===== config.mk =====
export PLATFORM = sky130hd
export DESIGN_NAME = button_debouncer
export DESIGN_NICKNAME = d
export VERILOG_FILES = /design/src/rtl/button_debouncer.sv
export SDC_FILE = /design/constraint.sdc
export NUM_CORES = 1
export LEC_CHECK = 0
export ABC_AREA = 1
export BUFFER_PORTS_ARGS = -buffer_cell sky130_fd_sc_hd__clkbuf_2
export CORE_ASPECT_RATIO = 1.5
export CORE_UTILIZATION = 56
export DETAILED_ROUTE_END_ITERATION = 8
export HOLD_SLACK_MARGIN = 0.12
export PLACE_DENSITY = 0.8
export SYNTH_ARGS = -nofsm -noshare
export SYNTH_HDL_FRONTEND = slang
export SYNTH_SLANG_ARGS = --single-unit
export TNS_END_PERCENT = 10

===== constraint.sdc =====
create_clock -name clock -period 1.3 [get_ports clock]
set_input_delay 0.065 -clock clock [delete_from_list [all_inputs] [get_ports clock]]
set_output_delay 0.065 -clock clock [all_outputs]
set_load 0.01 [all_outputs]

===== src/rtl/button_debouncer.sv =====
// rtl/button_debouncer.sv - synchronise and debounce push-button pins into level plus press/release strobes
//
// Each of WIDTH asynchronous button pins passes through a two-flop synchroniser and is then mapped
// to "1 = pressed" (inverted when ACTIVE_LOW). A four-state FSM per channel only accepts a new
// level once it has been seen for STABLE_CYCLES consecutive cycles. Any disagreeing sample during
// the check aborts it.
//
// Ports:
//   clock          system clock, all logic on posedge
//   resetn         asynchronous active-low reset
//   buttons_pio    raw asynchronous button pins [WIDTH]
//   pressed        debounced level, 1 = pressed [WIDTH]
//   press_pulse    one-cycle strobe when pressed[i] rises [WIDTH]
//   release_pulse  one-cycle strobe when pressed[i] falls [WIDTH]
//   any_change     OR of all press/release strobes in the same cycle
module button_debouncer #(
    parameter int WIDTH         = 4,
    parameter int STABLE_CYCLES = 1330000,
    parameter int CNT_WIDTH     = 21,
    parameter int ACTIVE_LOW    = 1
) (
    input  logic             clock,
    input  logic             resetn,
    input  logic [WIDTH-1:0] buttons_pio,
    output logic [WIDTH-1:0] pressed,
    output logic [WIDTH-1:0] press_pulse,
    output logic [WIDTH-1:0] release_pulse,
    output logic             any_change
);

    localparam logic                 ACTIVE_LOW_BIT = (ACTIVE_LOW != 0);
    // Pin value that means "released"; the synchroniser resets to it so reset never looks like a press.
    localparam logic [WIDTH-1:0]     IDLE_PINS      = {WIDTH{ACTIVE_LOW_BIT}};
    localparam logic [CNT_WIDTH-1:0] CNT_LAST       = CNT_WIDTH'(STABLE_CYCLES - 1);

    typedef enum logic [1:0] {
        RELEASED,
        CHECK_PRESS,
        PRESSED,
        CHECK_RELEASE
    } state_t;

    logic [WIDTH-1:0] sync_q1;
    logic [WIDTH-1:0] sync_q2;
    logic [WIDTH-1:0] s;

    always_ff @(posedge clock or negedge resetn) begin
        if (!resetn) begin
            sync_q1 <= IDLE_PINS;
            sync_q2 <= IDLE_PINS;
        end else begin
            sync_q1 <= buttons_pio;
            sync_q2 <= sync_q1;
        end
    end

    // Polarity mapping sits after the second flop so the synchroniser only ever sees raw pins.
    assign s = sync_q2 ^ IDLE_PINS;

    for (genvar i = 0; i < WIDTH; i++) begin : g_ch
        state_t               state;
        state_t               state_nxt;
        logic [CNT_WIDTH-1:0] cnt;
        logic [CNT_WIDTH-1:0] cnt_nxt;
        logic                 level_q;
        logic                 level_nxt;
        logic                 press_q;
        logic                 press_nxt;
        logic                 release_q;
        logic                 release_nxt;

        always_ff @(posedge clock or negedge resetn) begin
            if (!resetn) begin
                state     <= RELEASED;
                cnt       <= '0;
                level_q   <= 1'b0;
                press_q   <= 1'b0;
                release_q <= 1'b0;
            end else begin
                state     <= state_nxt;
                cnt       <= cnt_nxt;
                level_q   <= level_nxt;
                press_q   <= press_nxt;
                release_q <= release_nxt;
            end
        end

        // cnt holds how many consecutive cycles the candidate level has been seen; entering a
        // CHECK state already counts the first one, so acceptance is on the STABLE_CYCLES-th.
        always_comb begin
            state_nxt   = state;
            cnt_nxt     = cnt;
            level_nxt   = level_q;
            press_nxt   = 1'b0;
            release_nxt = 1'b0;
            case (state)
                RELEASED: begin
                    if (s[i]) begin
                        state_nxt = CHECK_PRESS;
                        cnt_nxt   = CNT_WIDTH'(1);
                    end else begin
                        cnt_nxt   = '0;
                    end
                end
                CHECK_PRESS: begin
                    if (!s[i]) begin
                        state_nxt = RELEASED;
                        cnt_nxt   = '0;
                    end else if (cnt == CNT_LAST) begin
                        state_nxt = PRESSED;
                        cnt_nxt   = '0;
                        level_nxt = 1'b1;
                        press_nxt = 1'b1;
                    end else begin
                        cnt_nxt   = cnt + CNT_WIDTH'(1);
                    end
                end
                PRESSED: begin
                    if (!s[i]) begin
                        state_nxt = CHECK_RELEASE;
                        cnt_nxt   = CNT_WIDTH'(1);
                    end else begin
                        cnt_nxt   = '0;
                    end
                end
                CHECK_RELEASE: begin
                    if (s[i]) begin
                        state_nxt = PRESSED;
                        cnt_nxt   = '0;
                    end else if (cnt == CNT_LAST) begin
                        state_nxt   = RELEASED;
                        cnt_nxt     = '0;
                        level_nxt   = 1'b0;
                        release_nxt = 1'b1;
                    end else begin
                        cnt_nxt     = cnt + CNT_WIDTH'(1);
                    end
                end
                default: begin
                    state_nxt = RELEASED;
                    cnt_nxt   = '0;
                    level_nxt = 1'b0;
                end
            endcase
        end

        assign pressed[i]       = level_q;
        assign press_pulse[i]   = press_q;
        assign release_pulse[i] = release_q;
    end

    // Built from registered strobes only, so there is still no path from the pins to any output.
    assign any_change = (|press_pulse) | (|release_pulse);

endmodule


==> out/summary.txt, run 1 <==
Status = complete, but fails checks
Violated checks = setup timing
WP data arrival = 2120 ps
Final TNS setup = -13,060 ps
Total standard cell area after synthesis = 0.00598 mm2
Critical path endpoint = g_ch[1].cnt[12]
Global-route wire length before repair = 27.5 mm
Hold Worst Slack = 208 ps
Reg2Reg Depth = 7
Largest clock skew in the final design = 12.8 ps
Endpoint required time on the critical path = 1530 ps
Final Total Pwr = 8.25 mW
Crit path from = g_ch[1].cnt[10]
Chip height = 129 um
Worst-case vdd ir drop = 723 uV
Wl on met1 = 6.42 mm
Ys Warns = 0
TritonCTS Buffers = 9
Area grow syn2layout = 36.1%
Slew at the pin closest to its max-slew limit = 459 ps
Final Cycle Share = 146%
Nets@finish = 939
Width of the die = 86.4 um
Post-synthesis register bit count = 112
Category of the critical setup timing path = flop to flop
Average via count per standard cell = 5.69
Count of antenna-violating nets left after detailed routing = 0
Number of remaining DRC errors = 0
Fill cell instance count of the final layout = 607
Number of vias in the routed layout = 6,118
Synthesized area divided by synthesized cell count = 7.74 um2
Ant. Diodes = 0
Floorplan Core Area = 0.0102 mm2
Final number of hold-violating endpoints = 0
RD Place Congestion = 0.948
Net Count, Synth = 782
Clk_lat worst skew = 360 ps
Area of combinational cells with multiple inputs = 0.00314 mm2
Largest net degree at the start of global routing = 34
Level count of the clock H-tree = 3
Routed len/inst = 17.4 um
Leakage power figure = 3.76 nW
Std-Cell Rows = 45
Met2 routed WL = 9.72 mm
Clock tree sinks = 112
Area of placed instances = 0.00716 mm2
Effective utilization at floorplan = 58.3%
Critical register-to-register path startpoint = g_ch[1].cnt[10]
Final setup violating endpoints = 95
Total met3 wirelength after detailed routing = 1.25 mm
Final count of pins violating max slew = 0
Final setup slack of the worst path = -596 ps
Final standard cell area without fillers = 0.00814 mm2
Crit start category = flop
Reg clk slew, reported paths = 80 ps
Drt initial violations = 562
Remaining global-route overflow = 0
Unique cell type count in the Yosys netlist = 36
Detail Placement HPWL = 10.9 mm
Gate count after technology mapping = 772
Maximum frequency from static timing analysis = 527 MHz
Post-route minimum period = 1900 ps
Proportion of synthesized chip area in sequential cells = 47.0%
Area of the die = 0.0111 mm2
Max Fanout on Critical Path = 3
Minimum setup slack among reg-to-reg paths = -600 ps
Count of TritonRoute iterations in the first routing pass = 8
Worst hold path class = input pin to async pin
RSZ-0062 raised after global routing = yes
I/O pin count = 19
Sequential Area = 0.00282 mm2
Fraction of layout instances using a drive strength above 1 = 32.2%
CTS tree = done
CTS Root Buffer Type = sky130_fd_sc_hd__clkbuf_16
Total routed wirelength = 18.7 mm
Power density normalized to cell area = 1010 mW/mm2
Number of global-route vias before repair = 6,099
Initial antenna violation count = 0
Headroom to the max-slew limit = 69.3%
Number of buffer cells added on primary ports = 18
Maximum root-to-sink buffer count = 2
Post-Route Utilization = 79.4%
CP Capture Type = flop
Global routing usage summed across all routing layers = 31.9%
Terminus of the critical flop-to-flop path = g_ch[1].cnt[12]
Reported max-cap violation count = 0
Max Used Layer = met4
-- through the flow --
step	std cells	worst slack, ps
after global routing	1075	-634
after detailed placement	1041	-257
after CTS	1073	-147
final	1075	-596
after global placement	1041	-125
after floorplan	772	-90.8
-- cells by family after synthesis --
family	after synthesis	synth area share [%]
AOI/OAI and AO/OA	34	2.97
DFF	112	47.0
adders and majority gates	4	0.837
xor gates and xnor gates	34	4.98
buffers and inverters	107	7.89
and+or+nand+nor	481	36.3
-- power by group --
part	total [mW]	internal, mW	switching [mW]
Clock	3.04	1.79	1.25
Sequential	3.77	3.61	0.166
Combinational	1.43	0.676	0.753
Total	8.25	6.08	2.17
-- area by class of cell --
type | count | area share, %
Clock buffer | 13 | 3.20
Sequential cell | 112 | 34.6
Multi-Input combinational cell | 553 | 38.6
Timing Repair Buffer | 163 | 16.4
Tap cell | 141 | 2.17
Clock inverter | 3 | 0.800
Inverter | 90 | 4.21
-- cells in the mapped netlist (all sizes together) --
cell type | count | share of area (%)
nand3b | 3 | 0.38
or2 | 2 | 0.21
nand2 | 184 | 12
nor3b | 4 | 0.59
nor4 | 3 | 0.31
a21oi | 12 | 1.0
xor2 | 26 | 3.8
xnor2 | 8 | 1.2
and2 | 1 | 0.10
nor2 | 189 | 14
a31oi | 2 | 0.21
buf | 17 | 2.2
dfstp | 8 | 3.5
o21ai | 18 | 1.5
nand4 | 22 | 2.3
o21bai | 1 | 0.13
a21boi | 1 | 0.13
nor3 | 27 | 2.5
inv | 90 | 5.7
dfrtp | 104 | 44
nand3 | 46 | 4.2
ha | 4 | 0.84
-- repair_timing --
action / in CTS / in global routing
setup endpoints to repair: 104 / 105
buffers inserted: 10 / 2
gates cloned: 1 / 0
resized for setup: 60 / 66
pin swaps: 25 / 23
endpoints found under the hold margin: 108 / 0
hold buffers: 5 / 0
-- layout by cell type, fill, tap and decap left out, drive strengths merged, types with 3 or more instances in the layout --
| cell | n |
|---|---|
| dfrtp | 104 |
| nor2 | 189 |
| nor3 | 27 |
| clkbuf | 30 |
| dlygate4sd3 | 5 |
| nand4 | 22 |
| ha | 4 |
| nand3b | 3 |
| nand3 | 46 |
| xor2 | 26 |
| inv | 90 |
| dfstp | 8 |
| nand2 | 184 |
| nor4 | 3 |
| buf | 141 |
| a21oi | 12 |
| o21ai | 18 |
| nor3b | 4 |
| xnor2 | 8 |
-- state kept, by name, summed over array words and instances, names as in the netlist, named ones only --
| signal | count |
|---|---|
| g_ch.cnt | 84 |
| sync_q2 | 4 |
| g_ch.state | 4 |
| g_ch.level_q | 4 |
| sync_q1 | 4 |
| g_ch.press_q | 4 |
| g_ch.release_q | 4 |
-- worst min-delay path by stage --
stage / endpoint / depth (start not counted)
floorplan: async pin / 0
global placement: g_ch[3].cnt[8] / 1
detailed placement: g_ch[3].cnt[8] / 1
CTS: g_ch[2].cnt[0] / 2
global route: g_ch[3].cnt[8] / 2
finish: g_ch[3].cnt[8] / 2
-- critical path, stage by stage (launching register included) --
cell and delay, ps:
sky130_fd_sc_hd__dfrtp_1 440, sky130_fd_sc_hd__buf_4 170, sky130_fd_sc_hd__nand2_2 90, sky130_fd_sc_hd__nor2_1 140
sky130_fd_sc_hd__and2_1 200, sky130_fd_sc_hd__nand2_1 190, sky130_fd_sc_hd__xor2_1 440, sky130_fd_sc_hd__nor2_1 110
-- metal layers --
layer / GRT usage [%] / up-vias
met1: 34.3 / 2923
li1: - / 2725
met2: 57.9 / 327
met4: 16.2 / 0
met3: 7.12 / 143
met5: 0 / -
(Power assumes the default switching activity.)
==> run 2: changes to the inputs <==
--- a/config.mk
+++ b/config.mk
@@ -9,9 +9,12 @@
 export BUFFER_PORTS_ARGS = -buffer_cell sky130_fd_sc_hd__clkbuf_2
 export CORE_ASPECT_RATIO = 1.5
 export CORE_UTILIZATION = 56
+export CTS_CLUSTER_SIZE = 10
 export DETAILED_ROUTE_END_ITERATION = 8
+export GPL_TIMING_DRIVEN = 0
 export HOLD_SLACK_MARGIN = 0.12
 export PLACE_DENSITY = 0.8
+export SLEW_MARGIN = 20
 export SYNTH_ARGS = -nofsm -noshare
 export SYNTH_HDL_FRONTEND = slang
 export SYNTH_SLANG_ARGS = --single-unit
==> run 2 against run 1 <==
The flow still finishes with violations (setup timing). Register-to-register slack gained 430 ps. Design area shrank 10%. Flip-flop and latch count unchanged. Combinational power shrank 36%. Global-route usage down 7.0 points. Clock-buffer cell count is 3 lower. Clock power down 10%. Die area stayed put. Via count decreased by 13%. Worst hold slack better by 1.4 ps. Critical path type unchanged.
==> out/summary.txt, run 2 (synthesis results as in run 1) <==
Status = complete, but fails checks (unchanged)
Violated checks = setup timing (unchanged)
Clock power frac = 36.9% (about the same)
Count of antenna-violating nets left after detailed routing = 0 (unchanged)
Post-route minimum period = 1470 ps (was 1900 ps)
CP top delay family = simple AND/OR/NAND/NOR gates (unchanged)
Average via count per standard cell = 5.33 (was 5.69)
RSZ-0062 raised after global routing = yes (unchanged)
Pre-CTS worst setup slack = -360 ps (was -257 ps)
Leakage power figure = 3.33 nW (was 3.76 nW)
Ant. Diodes = 0 (unchanged)
Number of vias in the routed layout = 5,312 (was 6,118)
Final count of pins violating max slew = 0 (unchanged)
Drt initial violations = 305 (was 562)
Detail Placement HPWL = 8.89 mm (was 10.9 mm)
Internal portion of total power = 5.48 mW (was 6.08 mW)
Number of remaining DRC errors = 0 (unchanged)
Final std cells w/o fill = 996 (was 1,075)
Fraction of power spent switching nets = 25.9% (was 26.3%)
Largest net degree at the start of global routing = 68 (was 34)
Number of global-route vias before repair = 5,107 (was 6,099)
Total routed wirelength = 13.9 mm (was 18.7 mm)
CP Capture Type = flop (unchanged)
Flip-flop count of the largest register after layout = 84 (unchanged)
Part of the total power dissipated in sequential elements = 50.6% (was 45.8%)
Global routing usage summed across all routing layers = 24.9% (was 31.9%)
Std-Cell Rows = 45 (unchanged)
Category of the critical setup timing path = flop to flop (unchanged)
Slew at the pin closest to its max-slew limit = 374 ps (was 459 ps)
Maximum frequency from static timing analysis = 680 MHz (was 527 MHz)
Area grow syn2layout = 22.4% (was 36.1%)
Logic pwr share = 12.5% (was 17.3%)
Critical register-to-register path startpoint = g_ch[3].cnt[0] (was g_ch[1].cnt[10])
Area of placed instances = 0.00631 mm2 (was 0.00716 mm2)
Area of the die = 0.0111 mm2 (unchanged)
Clock tree sinks = 112 (unchanged)
Worst-case vdd ir drop = 716 uV (was 723 uV)
Worst hold path class = input pin to async pin (unchanged)
Register with the highest flop count = g_ch.cnt (unchanged)
Reg clk slew, reported paths = 70 ps (was 80 ps)
Most frequent cells in the layout = 167 x sky130_fd_sc_hd__nand2_1, 154 x sky130_fd_sc_hd__nor2_1, 95 x sky130_fd_sc_hd__dfrtp_1 (was 161 x sky130_fd_sc_hd__nand2_1, 141 x sky130_fd_sc_hd__nor2_1, 126 x sky130_fd_sc_hd__buf_4)
Buf+Inv Stages, Crit Path = 2 (was 1)
Most Frequent Cell on Critical Path = sky130_fd_sc_hd__nand2_4 (was sky130_fd_sc_hd__nor2_1)
Remaining global-route overflow = 0 (unchanged)
Crit start category = flop (unchanged)
Post-Route Utilization = 71.4% (was 79.4%)
Number of buffer cells added on primary ports = 18 (unchanged)
Nets@finish = 860 (was 939)
CP max stage cell = sky130_fd_sc_hd__dfrtp_1 (unchanged)
I/O pin count = 19 (unchanged)
Global-route wire length before repair = 21.9 mm (was 27.5 mm)
Crit path from = g_ch[3].cnt[0] (was g_ch[1].cnt[10])
RD Place Congestion = 0.917 (was 0.948)
Final TNS setup = -9800 ps (was -13,060 ps)
Level count of the clock H-tree = 3 (unchanged)
Fraction of layout instances using a drive strength above 1 = 23.3% (was 32.2%)
Clk_lat worst skew = 350 ps (was 360 ps)
Most common cell after layout, fill and taps aside = sky130_fd_sc_hd__nand2_1 (unchanged)
Width of the die = 86.4 um (unchanged)
Routed len/inst = 13.9 um (was 17.4 um)
Headroom to the max-slew limit = 75.0% (was 69.3%)
Power dissipated by switching net loads = 1.91 mW (was 2.17 mW)
Final setup violating endpoints = 96 (was 95)
CTS Root Buffer Type = sky130_fd_sc_hd__clkbuf_16 (unchanged)
CTS tree = done (unchanged)
Number of placed instances, taps included = 932 (was 1,041)
Largest clock skew in the final design = 10.1 ps (was 12.8 ps)
TritonCTS Buffers = 9 (unchanged)
Final Cycle Share = 113% (was 146%)
Maximum root-to-sink buffer count = 2 (unchanged)
Effective utilization at floorplan = 58.3% (unchanged)
Initial antenna violation count = 0 (unchanged)
CP Cell Sequence = ha_2 > nand2_4 > inv_4 > nand2_4 > nor2_4 > nand3_2 > nand2_4 > clkbuf_16 > nor2_1 (was buf_4 > nand2_2 > nor2_1 > and2_1 > nand2_1 > xor2_1 > nor2_1)
Reported max-cap violation count = 0 (unchanged)
Power density normalized to cell area = 1010 mW/mm2 (about the same)
WP data arrival = 1700 ps (was 2120 ps)
Final standard cell area without fillers = 0.00732 mm2 (was 0.00814 mm2)
Max Fanout on Critical Path = 7 (was 3)
Count of TritonRoute iterations in the first routing pass = 7 (was 8)
Hold Worst Slack = 209 ps (was 208 ps)
Final number of hold-violating endpoints = 0 (unchanged)
Final setup slack of the worst path = -170 ps (was -596 ps)
Chip height = 129 um (unchanged)
Final Total Pwr = 7.40 mW (was 8.25 mW)
Delay of the slowest cell on the worst path = 370 ps (was 440 ps)
Floorplan Core Area = 0.0102 mm2 (unchanged)
Endpoint required time on the critical path = 1530 ps (about the same)
Minimum setup slack among reg-to-reg paths = -170 ps (was -600 ps)
-- run 2: cell types whose count changed in the layout (fill, tap and decap cells not counted), moves of 3 or more --
cell / change
sky130_fd_sc_hd__buf_12: -7
sky130_fd_sc_hd__buf_4: -74
sky130_fd_sc_hd__buf_6: -4
sky130_fd_sc_hd__buf_8: +3
sky130_fd_sc_hd__dfrtp_1: -6
sky130_fd_sc_hd__dfrtp_2: +6
sky130_fd_sc_hd__nand2_1: +6
sky130_fd_sc_hd__nand2_2: -7
sky130_fd_sc_hd__nand3_1: +7
sky130_fd_sc_hd__nand3_2: -6
sky130_fd_sc_hd__nor2_1: +13
sky130_fd_sc_hd__nor2_2: -7
sky130_fd_sc_hd__nor2_4: -6
sky130_fd_sc_hd__o21ai_0: +3
-- run 2: repair_timing --
| item | 4_1_cts | 5_1_grt |
|---|---|---|
| buffers inserted | 20 | 21 |
| pin swaps | 15 | 15 |
| endpoints found under the hold margin | 113 | 0 |
| cloned | 0 | 2 |
| resized for setup | 53 | 37 |
| setup endpoints to repair | 100 | 105 |
| hold buffers | 5 | 0 |
-- run 2: worst register-to-register path, cell delays in order (launching register included) --
cell and delay [ps]:
sky130_fd_sc_hd__dfrtp_1 370, sky130_fd_sc_hd__ha_2 220, sky130_fd_sc_hd__nand2_4 80, sky130_fd_sc_hd__inv_4 70, sky130_fd_sc_hd__nand2_4 50, sky130_fd_sc_hd__nor2_4 80
sky130_fd_sc_hd__nand3_2 110, sky130_fd_sc_hd__nand2_4 170, sky130_fd_sc_hd__clkbuf_16 170, sky130_fd_sc_hd__nor2_1 40
-- run 2: cell type report --
| class | count | area [um2] |
|---|---|---|
| inverters | 90 | 343 |
| flip-flops and latches | 112 | 2820 |
| clock buffers | 10 | 229 |
| well taps | 141 | 176 |
| fillers | 750 | 2930 |
| multi-input cells | 553 | 2990 |
| plain buffers | 17 | 161 |
| repair buffers | 67 | 538 |
| clock inverters | 6 | 61.3 |
-- run 2: layer usage --
metal / share of wire, % / vias to the layer above / GRT usage [%] / routed length (um)
li1: - / 2567 / - / -
met1: 39 / 2545 / 28.2 / 5380
met2: 54 / 162 / 45.0 / 7560
met3: 3.8 / 38 / 3.72 / 521
met4: 3.0 / 0 / 12.6 / 416
met5: 0 / - / 0 / 0
-- run 2: final timing paths --
check                                  to  cells past startpoint
setup / recovery           g_ch[3].cnt[3]                      9
hold / removal             g_ch[3].cnt[8]                      2
setup reg to reg           g_ch[3].cnt[3]                      9
hold reg to reg                sync_q2[2]                      0
max in group asynchronous      sync_q2[3]                      3
min in group clock             sync_q1[1]                      2
-- run 2: power groups by stage --
stage	sequential [mW]	combinational, mW	clock, mW
4_1_cts	3.74	0.852	2.78
5_1_grt	3.76	1.03	2.91
3_5_place_dp	3.79	0.673	0
3_3_place_gp	3.78	0.628	0
2_1_floorplan	3.76	0.457	0
6_report	3.75	0.922	2.73
==> run 3: changes to the inputs <==
==> constraint.sdc (replaced) <==
create_clock -name clock -period 1.3 [get_ports clock]
set_input_delay 0.13 -clock clock [delete_from_list [all_inputs] [get_ports clock]]
set_output_delay 0.13 -clock clock [all_outputs]
set_load 0.01 [all_outputs]
==> run 3 against run 2 <==
Total power fell by 0.11%. The flow still finishes with violations (setup timing). First-iteration DRC count fell by 5.9%. Clock skew barely moved. Worst hold slack gained 67 ps. Die area is the same. Sequential power hardly changed.
==> out/summary.txt, run 3 (synthesis results as in run 1) <==
Status = complete, but fails checks (unchanged)
Violated checks = setup timing (unchanged)
Maximum root-to-sink buffer count = 2 (unchanged)
Number of remaining DRC errors = 0 (unchanged)
Area grow syn2layout = 22.4% (unchanged)
Clock tree sinks = 112 (unchanged)
Average via count per standard cell = 5.31 (was 5.33)
Detail Placement HPWL = 8.89 mm (unchanged)
Initial antenna violation count = 0 (unchanged)
Number of placed instances, taps included = 932 (unchanged)
Number of global-route vias before repair = 5,107 (unchanged)
Nets@finish = 860 (unchanged)
RD Place Congestion = 0.917 (unchanged)
Hold Worst Slack = 276 ps (was 209 ps)
Reported max-cap violation count = 0 (unchanged)
Most common cell after layout, fill and taps aside = sky130_fd_sc_hd__nand2_1 (unchanged)
Global-route met1 utilization = 28.2% (unchanged)
Largest clock skew in the final design = 10.2 ps (was 10.1 ps)
I/O pin count = 19 (unchanged)
Slew at the pin closest to its max-slew limit = 374 ps (about the same)
Count of TritonRoute iterations in the first routing pass = 5 (was 7)
Fraction of layout instances using a drive strength above 1 = 23.3% (unchanged)
Total routed wirelength = 13.9 mm (about the same)
Category of the critical setup timing path = flop to flop (unchanged)
CTS tree = done (unchanged)
Final Cycle Share = 113% (about the same)
Final setup violating endpoints = 97 (was 96)
TritonCTS Buffers = 9 (unchanged)
Flip-flop count of the largest register after layout = 84 (unchanged)
Minimum setup slack among reg-to-reg paths = -170 ps (about the same)
Routed len/inst = 13.9 um (about the same)
CTS Root Buffer Type = sky130_fd_sc_hd__clkbuf_16 (unchanged)
Area of the die = 0.0111 mm2 (unchanged)
Final count of pins violating max slew = 0 (unchanged)
Count of antenna-violating nets left after detailed routing = 0 (unchanged)
Floorplan Core Area = 0.0102 mm2 (unchanged)
Post-route minimum period = 1470 ps (about the same)
Max Fanout on Critical Path = 7 (unchanged)
Drt initial violations = 287 (was 305)
Crit start category = flop (unchanged)
Fill cell instance count of the final layout = 750 (unchanged)
Headroom to the max-slew limit = 75.0% (about the same)
Clk_lat worst skew = 350 ps (about the same)
Maximum frequency from static timing analysis = 679 MHz (was 680 MHz)
Std-Cell Rows = 45 (unchanged)
Global-route wire length before repair = 21.9 mm (unchanged)
Final Total Pwr = 7.39 mW (was 7.40 mW)
Chip height = 129 um (unchanged)
Leakage power figure = 3.33 nW (unchanged)
Remaining global-route overflow = 0 (unchanged)
CP Capture Type = flop (unchanged)
Met3 capacity usage during global routing = 3.72% (unchanged)
Worst-case vdd ir drop = 712 uV (was 716 uV)
Endpoint required time on the critical path = 1530 ps (about the same)
Width of the die = 86.4 um (unchanged)
Most Crowded Layer GR = met2 (unchanged)
Most frequent cells in the layout = 167 x sky130_fd_sc_hd__nand2_1, 154 x sky130_fd_sc_hd__nor2_1, 95 x sky130_fd_sc_hd__dfrtp_1 (unchanged)
Register with the highest flop count = g_ch.cnt (unchanged)
Post-Route Utilization = 71.4% (unchanged)
Effective utilization at floorplan = 58.3% (unchanged)
Power density normalized to cell area = 1010 mW/mm2 (about the same)
Number of vias in the routed layout = 5,291 (was 5,312)
Level count of the clock H-tree = 3 (unchanged)
Number of buffer cells added on primary ports = 18 (unchanged)
Final std cells w/o fill = 996 (unchanged)
Worst hold path class = input pin to async pin (unchanged)
Largest net degree at the start of global routing = 68 (unchanged)
Global routing usage summed across all routing layers = 24.9% (unchanged)
Reg clk slew, reported paths = 70 ps (about the same)
WP data arrival = 1710 ps (was 1700 ps)
Met2 track demand over resource = 45.0% (unchanged)
Ant. Diodes = 0 (unchanged)
Final setup slack of the worst path = -173 ps (was -170 ps)
Final number of hold-violating endpoints = 0 (unchanged)
RSZ-0062 raised after global routing = yes (unchanged)
Pre-CTS worst setup slack = -360 ps (unchanged)
## run 3: what timing repair did
item	4_1_cts	5_1_grt
hold buffers	5	0
gates cloned	0	2
pin swaps	16	15
endpoints found under the setup margin	101	105
resized for setup	53	37
hold endpoints to repair	52	0
buffers inserted	20	21
## run 3: per-layer routing
layer,wire [um],vias to the layer above
met5,0,-
met4,394,0
met3,443,34
met2,7610,148
met1,5400,2541
li1,-,2568
## run 3: final cells by class
cell class	count	area, um2	area share, %
multi-input cells	553	2990	40.8
inverters	90	343	4.68
flip-flops and latches	112	2820	38.6
clock inverters	6	61.3	0.838
well taps	141	176	2.41
repair buffers	67	538	7.35
plain buffers	17	161	2.21
clock buffers	10	229	3.13
## run 3: worst paths after layout
path                                start  cells after the start              to
max                        g_ch[3].cnt[0]                      9  g_ch[3].cnt[3]
min reg2reg                    sync_q1[2]                      0      sync_q2[2]
max reg2reg                g_ch[3].cnt[0]                      9  g_ch[3].cnt[3]
min                                resetn                      2  g_ch[3].cnt[8]
max in group asynchronous          resetn                      3      sync_q2[1]
min in group clock             sync_q1[2]                      0      sync_q2[2]
## run 3: power by group
part | internal (mW) | switching, mW | total, mW
sequential | 3.61 | 0.137 | 3.75
clock | 1.49 | 1.24 | 2.72
combinational | 0.386 | 0.534 | 0.920
## run 3: through the flow
| stage | cell area, um2 | setup TNS, ps |
|---|---|---|
| global placement | 6270 | -168300 |
| global route | 7320 | -18820 |
| CTS | 6990 | -6600 |
| finish | 7320 | -9970 |
| floorplan | 6010 | -2460 |
| detailed placement | 6310 | -20180 |
## run 3: worst max-delay path, stage by stage (launching register included)
cell                        delay [ps]
sky130_fd_sc_hd__dfrtp_1           370
sky130_fd_sc_hd__ha_2              220
sky130_fd_sc_hd__nand2_4            80
sky130_fd_sc_hd__inv_4              70
sky130_fd_sc_hd__nand2_4            50
sky130_fd_sc_hd__nor2_4             80
sky130_fd_sc_hd__nand3_2           110
sky130_fd_sc_hd__nand2_4           170
sky130_fd_sc_hd__clkbuf_16         170
sky130_fd_sc_hd__nor2_1             40
